File: config.mk
export PLATFORM = sky130hd
export DESIGN_NAME = mem_host_arb
export DESIGN_NICKNAME = d
export VERILOG_FILES = /design/src/rtl/mem_host_arb.sv
export SDC_FILE = /design/constraint.sdc
export NUM_CORES = 1
export LEC_CHECK = 0
export ABC_AREA = 1
export CORE_UTILIZATION = 42
export CTS_CLUSTER_DIAMETER = 40
export CTS_CLUSTER_SIZE = 16
export DETAILED_ROUTE_END_ITERATION = 6
export GPL_ROUTABILITY_DRIVEN = 1
export GPL_TIMING_DRIVEN = 0
export PLACE_DENSITY = 0.91
export SLEW_MARGIN = 20
export SYNTH_ARGS = -nofsm -noshare
export SYNTH_HDL_FRONTEND = slang
export SYNTH_SLANG_ARGS = --single-unit
File: constraint.sdc
create_clock -name clk -period 2.85 [get_ports clk]
set_clock_uncertainty 0.1 [all_clocks]
set_input_delay 0.855 -clock clk [delete_from_list [all_inputs] [get_ports clk]]
set_output_delay 0.855 -clock clk [all_outputs]
set_load 0.05 [all_outputs]
File: src/rtl/mem_host_arb.sv
// Round-robin arbiter sharing the controller host command port between two masters.
// One command in flight; reads are guarded by a timeout, writes complete after a fixed gap.
module mem_host_arb #(
  parameter int WR_GAP     = 4,
  parameter int RD_TIMEOUT = 64
) (
  input  logic        clk,
  input  logic        rst,
  input  logic        r0_req_vld,
  input  logic        r0_req_rdnwr,
  input  logic [15:0] r0_req_addr,
  input  logic [31:0] r0_req_wdata,
  input  logic        r1_req_vld,
  input  logic        r1_req_rdnwr,
  input  logic [15:0] r1_req_addr,
  input  logic [31:0] r1_req_wdata,
  output logic        r0_req_ack,
  output logic        r1_req_ack,
  output logic        r0_rsp_vld,
  output logic        r1_rsp_vld,
  output logic        r0_rsp_err,
  output logic        r1_rsp_err,
  output logic [31:0] rsp_rdata,
  output logic        cmd_n,
  output logic        RDnWR,
  output logic [15:0] Addr_in,
  output logic        Data_in_vld,
  output logic [31:0] Data_in,
  input  logic [31:0] Data_out,
  input  logic        data_out_vld
);

  localparam int DATA_W  = 32;
  localparam int ADDR_W  = 16;
  localparam int CNT_MAX = (RD_TIMEOUT > WR_GAP) ? RD_TIMEOUT : WR_GAP;
  localparam int CNT_W   = $clog2(CNT_MAX + 1);
  localparam logic [CNT_W-1:0] RD_LAST = CNT_W'(RD_TIMEOUT - 1);
  localparam logic [CNT_W-1:0] WR_LAST = CNT_W'(WR_GAP - 1);

  typedef enum logic [1:0] {IDLE, ISSUE, WAIT_RD, WAIT_WR} state_t;

  state_t              state;
  state_t              state_nxt;
  logic                sel_q;
  logic                last_grant_q;
  logic                rdnwr_q;
  logic [ADDR_W-1:0]   addr_q;
  logic [DATA_W-1:0]   wdata_q;
  logic [CNT_W-1:0]    cnt_q;
  logic                any_req;
  logic                win1;
  logic                rd_done;
  logic                rd_tmo;
  logic                wr_done;
  logic                done;

  assign any_req = r0_req_vld | r1_req_vld;
  // r1 wins when alone, or when both request and r0 was granted last.
  assign win1    = r1_req_vld & (~r0_req_vld | ~last_grant_q);
  assign rd_done = (state == WAIT_RD) & data_out_vld;
  assign rd_tmo  = (state == WAIT_RD) & ~data_out_vld & (cnt_q == RD_LAST);
  assign wr_done = (state == WAIT_WR) & (cnt_q == WR_LAST);
  assign done    = rd_done | rd_tmo | wr_done;

  always_ff @(posedge clk) begin
    if (rst) state <= IDLE;
    else     state <= state_nxt;
  end

  always_comb begin
    state_nxt = state;
    case (state)
      IDLE:    if (any_req) state_nxt = ISSUE;
      ISSUE:   state_nxt = rdnwr_q ? WAIT_RD : WAIT_WR;
      WAIT_RD: if (rd_done || rd_tmo) state_nxt = IDLE;
      WAIT_WR: if (wr_done) state_nxt = IDLE;
      default: state_nxt = IDLE;
    endcase
  end

  always_comb begin
    cmd_n       = 1'b1;
    r0_req_ack  = 1'b0;
    r1_req_ack  = 1'b0;
    Data_in_vld = 1'b0;
    if (state == ISSUE) begin
      cmd_n       = 1'b0;
      r0_req_ack  = ~sel_q;
      r1_req_ack  = sel_q;
      Data_in_vld = ~rdnwr_q;
    end
  end

  assign RDnWR   = rdnwr_q;
  assign Addr_in = addr_q;
  assign Data_in = wdata_q;

  // Captured command, grant history, wait counter and registered responses.
  always_ff @(posedge clk) begin
    if (rst) begin
      sel_q        <= 1'b0;
      last_grant_q <= 1'b1;
      rdnwr_q      <= 1'b1;
      addr_q       <= '0;
      wdata_q      <= '0;
      cnt_q        <= '0;
      r0_rsp_vld   <= 1'b0;
      r1_rsp_vld   <= 1'b0;
      r0_rsp_err   <= 1'b0;
      r1_rsp_err   <= 1'b0;
      rsp_rdata    <= '0;
    end else begin
      if (state == IDLE && any_req) begin
        sel_q   <= win1;
        rdnwr_q <= win1 ? r1_req_rdnwr : r0_req_rdnwr;
        addr_q  <= win1 ? r1_req_addr  : r0_req_addr;
        wdata_q <= win1 ? r1_req_wdata : r0_req_wdata;
      end
      if (state == ISSUE) last_grant_q <= sel_q;
      if (state == WAIT_RD || state == WAIT_WR) cnt_q <= cnt_q + CNT_W'(1);
      else                                      cnt_q <= '0;
      r0_rsp_vld <= done & ~sel_q;
      r1_rsp_vld <= done & sel_q;
      r0_rsp_err <= rd_tmo & ~sel_q;
      r1_rsp_err <= rd_tmo & sel_q;
      if (rd_done)     rsp_rdata <= Data_out;
      else if (rd_tmo) rsp_rdata <= '0;
    end
  end

endmodule

Yosys cells after proc, flatten, opt, wreduce, memory -nomap -nowiden
Cells that the tools add are included.
{ "totals": {"regBits": 96, "in_bits": 135, "output_inout_bits": 89, "word_cells": 61} }
{ "op_classes": {"add_sub_neg": 1, "n_eq_ne": 8, "n_mux": 14, "bitwise_logic": 19, "n_reduce_logical": 7} }
{ "op_table": {"columns": ["operator", "count"], "rows": [
  ["$mux 32", 3],
  ["$mux 16", 1],
  ["$and 1x1->1", 9],
  ["$pmux 2 s4", 1],
  ["$add 7x1->7 const B", 1],
  ["$eq 7x2->1 const B", 1],
  ["$eq 7x6->1 const B", 1],
  ["$mux 1", 6],
  ["$mux 2", 3],
  ["$ne 2x2->1 const B", 3],
  ["$not 1->1", 6],
  ["$eq 2x2->1 const B", 2],
  ["$or 1x1->1", 4],
  ["$reduce_and 3->1", 1],
  ["$eq 2x1->1 const B", 1],
  ["$logic_not 2->1", 1],
  ["$logic_or 1x1->1", 2],
  ["$reduce_bool 2->1", 1],
  ["$reduce_or 2->1", 1],
  ["$logic_and 1x1->1", 1]
]} }

Logic depth before layout (Yosys ltp)
{ "logic_depth": {"word_depth": 6, "depth_mapped": 8, "depth_no_buf": 8} }

Worst setup path before layout
Ideal clock, no wire load.
{ "synth_timing": {"path_type": "register to output", "start": "register state[0]", "end": "output Data_in_vld", "t_arrival_ns": 1.546, "t_required_ns": 1.895, "slack_ns": 0.349, "stages_incl_launch_ff": 5, "path_buffers": 0, "cell_sequence": "dfxtp_1 > inv_1 > nor2_1 > inv_1 > nor2_1"} }
{ "synth_between": {"elab_chain_cells": 2} }
{ "synth_lines": {"columns": ["element", "line_no", "text"], "rows": [
  ["from (decl)", "42", "state_t state;"],
  ["from (signal assigned)", "67", "else state <= state_nxt;"],
  ["$eq 2x1->1", "86", "if (state == ISSUE) begin"],
  ["$mux 1", "86", null],
  ["to (decl)", "27", "output logic Data_in_vld,"]
]} }
Every way passes these cells.

Final worst setup path
{ "layout_timing": {"start": "register state[0]", "end": "output r0_req_ack"} }
{ "layout_between": {"elab_chain_cells": 2} }
{ "layout_lines": {"columns": ["element", "line_no", "text"], "rows": [
  ["$eq 2x1->1", "86", null],
  ["$mux 1", "86", null],
  ["to (decl)", "17", "output logic r0_req_ack,"]
]} }
Every way passes these cells.

==> results.txt <==
Averaged over all synthesized cells, the footprint is 7.36 sq um. Sorting the synthesized cells by how often they occur yields nand2_1 (139), dfxtp_1 (96), a21oi_1 (87). The number of buffers created by CTS came out at 9. The count of input and output buffers came out at 222. The number of maximum-capacitance violations came out at 0.

Once routing completed, OpenROAD measured the worst setup slack at 0.0788 ns. The leakage power total is 2.65 nW. In this run the most used layer during global routing was met2. The power per unit of standard cell area is 641 nW/um^2. The post-placement cell area came out at 6430 sq um.

The floorplan die height came out at 100 microns. The x dimension of the die is 100 microns. STA classifies the critical path endpoint as an output port.

The deepest clock path buffer count came out at 2. The async set-reset flop share out of synthesis came out at 0. The final critical-path required period is 2.77 ns.

The share of total power dissipated in combinational logic is 0.372. Among all flip-flop cells after synthesis, the most frequent one is dfxtp_1. The number of H-tree branching levels came out at 3.

The antenna cell count came out at 0. The met1 track demand over resource is 0.284. The worst hold path begins at cnt_q[0]$_SDFF_PP0_.

The maximum vdd ir drop is 0.000419 V. The power share of the clock group came out at 0.257. The sequential group share of total power came out at 0.371. Counting cells, the worst reg-to-reg path comes to 7. The worst-case register-to-register setup slack is 1.08 ns. The clock latency reported for the late side of the worst-skew pair is 0.35 ns. Setup repair after global routing left no endpoint under its margin. The floorplan step defined a core boundary enclosing 9280 sq um. The effective utilization at floorplan is 0.436.

The count of mapped cells out of synthesis came out at 550. In the routed design, unresolved DRC markers number 0. The clock sink count came out at 96. The internal power of the cells came out at 2.68 mW.

The number of cells in the finished layout apart from fillers came out at 917. The signal on the critical path passes through inv_1 > nor2_1 > inv_1 > nor2_1 > dlygate4sd2_1. The TritonCTS clock tree is built. The number of nets in the synthesized netlist is 686. Ranked by total cell area, the synthesized netlist is headed by dfxtp_1 (47%), nand2_1 (13%), a21oi_1 (11%). The summed instance area of the synthesized netlist came out at 4050 sq um. The number of placed cells counting well taps came out at 901. The total chip power is 4.28 mW. The end of the worst register-to-register path is rsp_rdata[27]$_SDFFE_PP0P_. The total setup violations reported at the end of the flow is 0. The number of vias in the routed layout is 4653. Among all cell types in the netlist, the one instantiated most often is nand2_1. The final global-route overflow total is 0.

Relative to the synthesized area, the layout overhead comes to 64.9%. The path type of the worst min-delay path is flip-flop to flip-flop. The routed via count divided by cell count came out at 5.07. The number of primary I/O pins came out at 224.

The sum of net half-perimeters after detailed placement is 10100 microns. The fraction of final layout cells sized beyond drive strength 1 is 0.0495. The post-placement setup slack is 0.202 ns. The data required time at the worst endpoint came out at 1.90 ns. The net switching power is 1.60 mW. The kind of start point of the critical path is a flip-flop. After synthesis the netlist holds a flip-flop and latch count of 96. In the global route stage, met3 resource usage came out at 0.0543.

The most critical setup path has its startpoint at state[0]$_SDFFE_PP0P_. After detailed routing, the total wire length is 13100 microns. The row count is 35. The number of enable-type register cells in the synthesized netlist came out at 0. The violation count after the first detailed-routing iteration is 155. The pre-antenna-repair detailed-routing pass consisted of 4 iterations. The core utilization of the finished layout is 0.719. The achievable clock frequency is 361 MHz. The critical path in this run is classified as flip-flop to output port.

The met2 usage in global routing came out at 0.479. Of the total power, the share spent switching nets is 0.374. Clock-pin slew was measured on the worst setup and hold paths at 0.10 ns. The number of antenna-violating nets in the routed design is 0.

The global routing usage summed across all routing layers came out at 0.260. The worst setup path endpoint is r0_req_ack. The share of the clock period used by the worst path came out at 0.972. The run finished with clean final reports.

The sequential fraction of the synthesis area came out at 0.475. The tightest hold path in the finished design has a slack of 0.351 ns. The number of antenna violations at the first check in global routing came to 0. The routed length per instance is 14.3 microns. The slowest stage of the critical path belongs to the cell dlygate4sd2_1. In this run the critical register-to-register path is launched from cnt_q[0]$_SDFF_PP0_.

The tree is rooted in a clkbuf_8. The net count of the finished layout is 919. The count of final max-slew check failures is 0.

The worst slew margin relative to its limit came out at 0.625. The count of cell types in the netlist came out at 21. The largest driver fanout on the critical path is 6. The via count of the first global-routing pass is 4599. The number of hold violations in the final report came out at 0. The count of yosys warnings during synthesis is 0. The buffer count from post-CTS setup fixing came out at 0. The final instance area came out at 6670 sq um. The worst stage delay on the critical path came out at 0.57 ns. Of the post-synthesis cell area, the dominant cell type holds 0.475. The pin slew with the least headroom to its limit came out at 0.560 ns. The post-route setup TNS is 0 ns. The synthesized design spends more area on one cell type than any other, namely dfxtp_1.

The weighted congestion reported at the end of routability-driven placement is 0.827. The first global-routing pass estimated 20800 microns of wire. The pin count of the biggest net entering global routing is 18.

The data arrival time of the worst path came out at 1.82 ns. The area of the die is 10000 sq um.
-- placed cells by master, fill, tap and decap left out, drive strengths merged --
| cell type | count |
|---|---|
| nand3 | 41 |
| clkdlybuf4s50 | 218 |
| buf | 22 |
| o211ai | 48 |
| clkinv | 1 |
| a21oi | 87 |
| dfxtp | 96 |
| inv | 65 |
| o31ai | 1 |
| clkinvlp | 1 |
| xnor2 | 1 |
| o21ai | 6 |
| nor3 | 5 |
| ha | 1 |
| bufinv | 3 |
| clkbuf | 28 |
| nand2 | 140 |
| nand4 | 1 |
| nor2 | 20 |
| dlygate4sd2 | 3 |
-- how the worst min path moves through the flow --
stage                     depth (start not counted)             endpoint  slack, ns
after global routing                              1  cnt_q[0]$_SDFF_PP0_       0.38
final                                             1  cnt_q[0]$_SDFF_PP0_       0.35
after global placement                            1  cnt_q[0]$_SDFF_PP0_       0.33
after detailed placement                          1  cnt_q[0]$_SDFF_PP0_       0.34
after floorplan                                   1  cnt_q[0]$_SDFF_PP0_       0.32
after CTS                                         1  cnt_q[0]$_SDFF_PP0_       0.35
-- routing by layer --
| metal | up-vias | share of wire |
|---|---|---|
| li1 | 2271 | - |
| met4 | 0 | 0.038 |
| met3 | 40 | 0.064 |
| met2 | 205 | 0.51 |
| met1 | 2137 | 0.39 |
| met5 | - | 0 |
-- kinds of logic (layout without fill, tap and decap cells) --
kind of cell / after synthesis / after routing / synth area share
and+or+nand+nor: 207 / 207 / 0.212
DFF: 96 / 96 / 0.475
xor gates and xnor gates: 1 / 1 / 0.00216
AOI/OAI and AO/OA: 142 / 142 / 0.206
buffers and inverters: 103 / 341 / 0.102
adders and majority gates: 1 / 1 / 0.00309
-- worst max-delay path, delay by kind of cell (launching register included) --
family	cells	cell delay [ns]
simple gates	2	0.20
buf+inv	3	0.79
flops	1	0.47
-- timing repair --
item	CTS	global route
setup endpoints to repair	4	1
pin swaps	0	0
endpoints found under the hold margin	0	0
hold buffers	0	0
gates resized for setup	4	2
-- flip-flops by register name (all words and copies together) (netlist names) --
name,cells
Addr_in,16
Data_in,32
RDnWR,1
cnt_q,7
last_grant_q,1
r0_rsp_err,1
r0_rsp_vld,1
r1_rsp_err,1
r1_rsp_vld,1
rsp_rdata,32
sel_q,1
state,2
-- cell type report --
| type | count | area, sq um |
|---|---|---|
| buffer | 40 | 178 |
| clock buffer | 9 | 124 |
| clock inverter | 7 | 126 |
| fill | 744 | 2610 |
| inverter | 63 | 236 |
| multi-input combinational | 351 | 1710 |
| sequential | 96 | 1920 |
| tap | 129 | 161 |
| timing repair buffer | 222 | 2210 |
-- power by group through the flow --
| stage | logic [mW] | registers [mW] | clock network (mW) |
|---|---|---|---|
| 3_3_place_gp | 1.57 | 1.61 | 0 |
| 3_5_place_dp | 1.59 | 1.61 | 0 |
| 5_1_grt | 1.70 | 1.61 | 1.16 |
| 2_1_floorplan | 0.500 | 2.08 | 0 |
| 4_1_cts | 1.59 | 1.59 | 1.10 |
| 6_report | 1.59 | 1.59 | 1.10 |
Power figures use the tool's default switching activity.
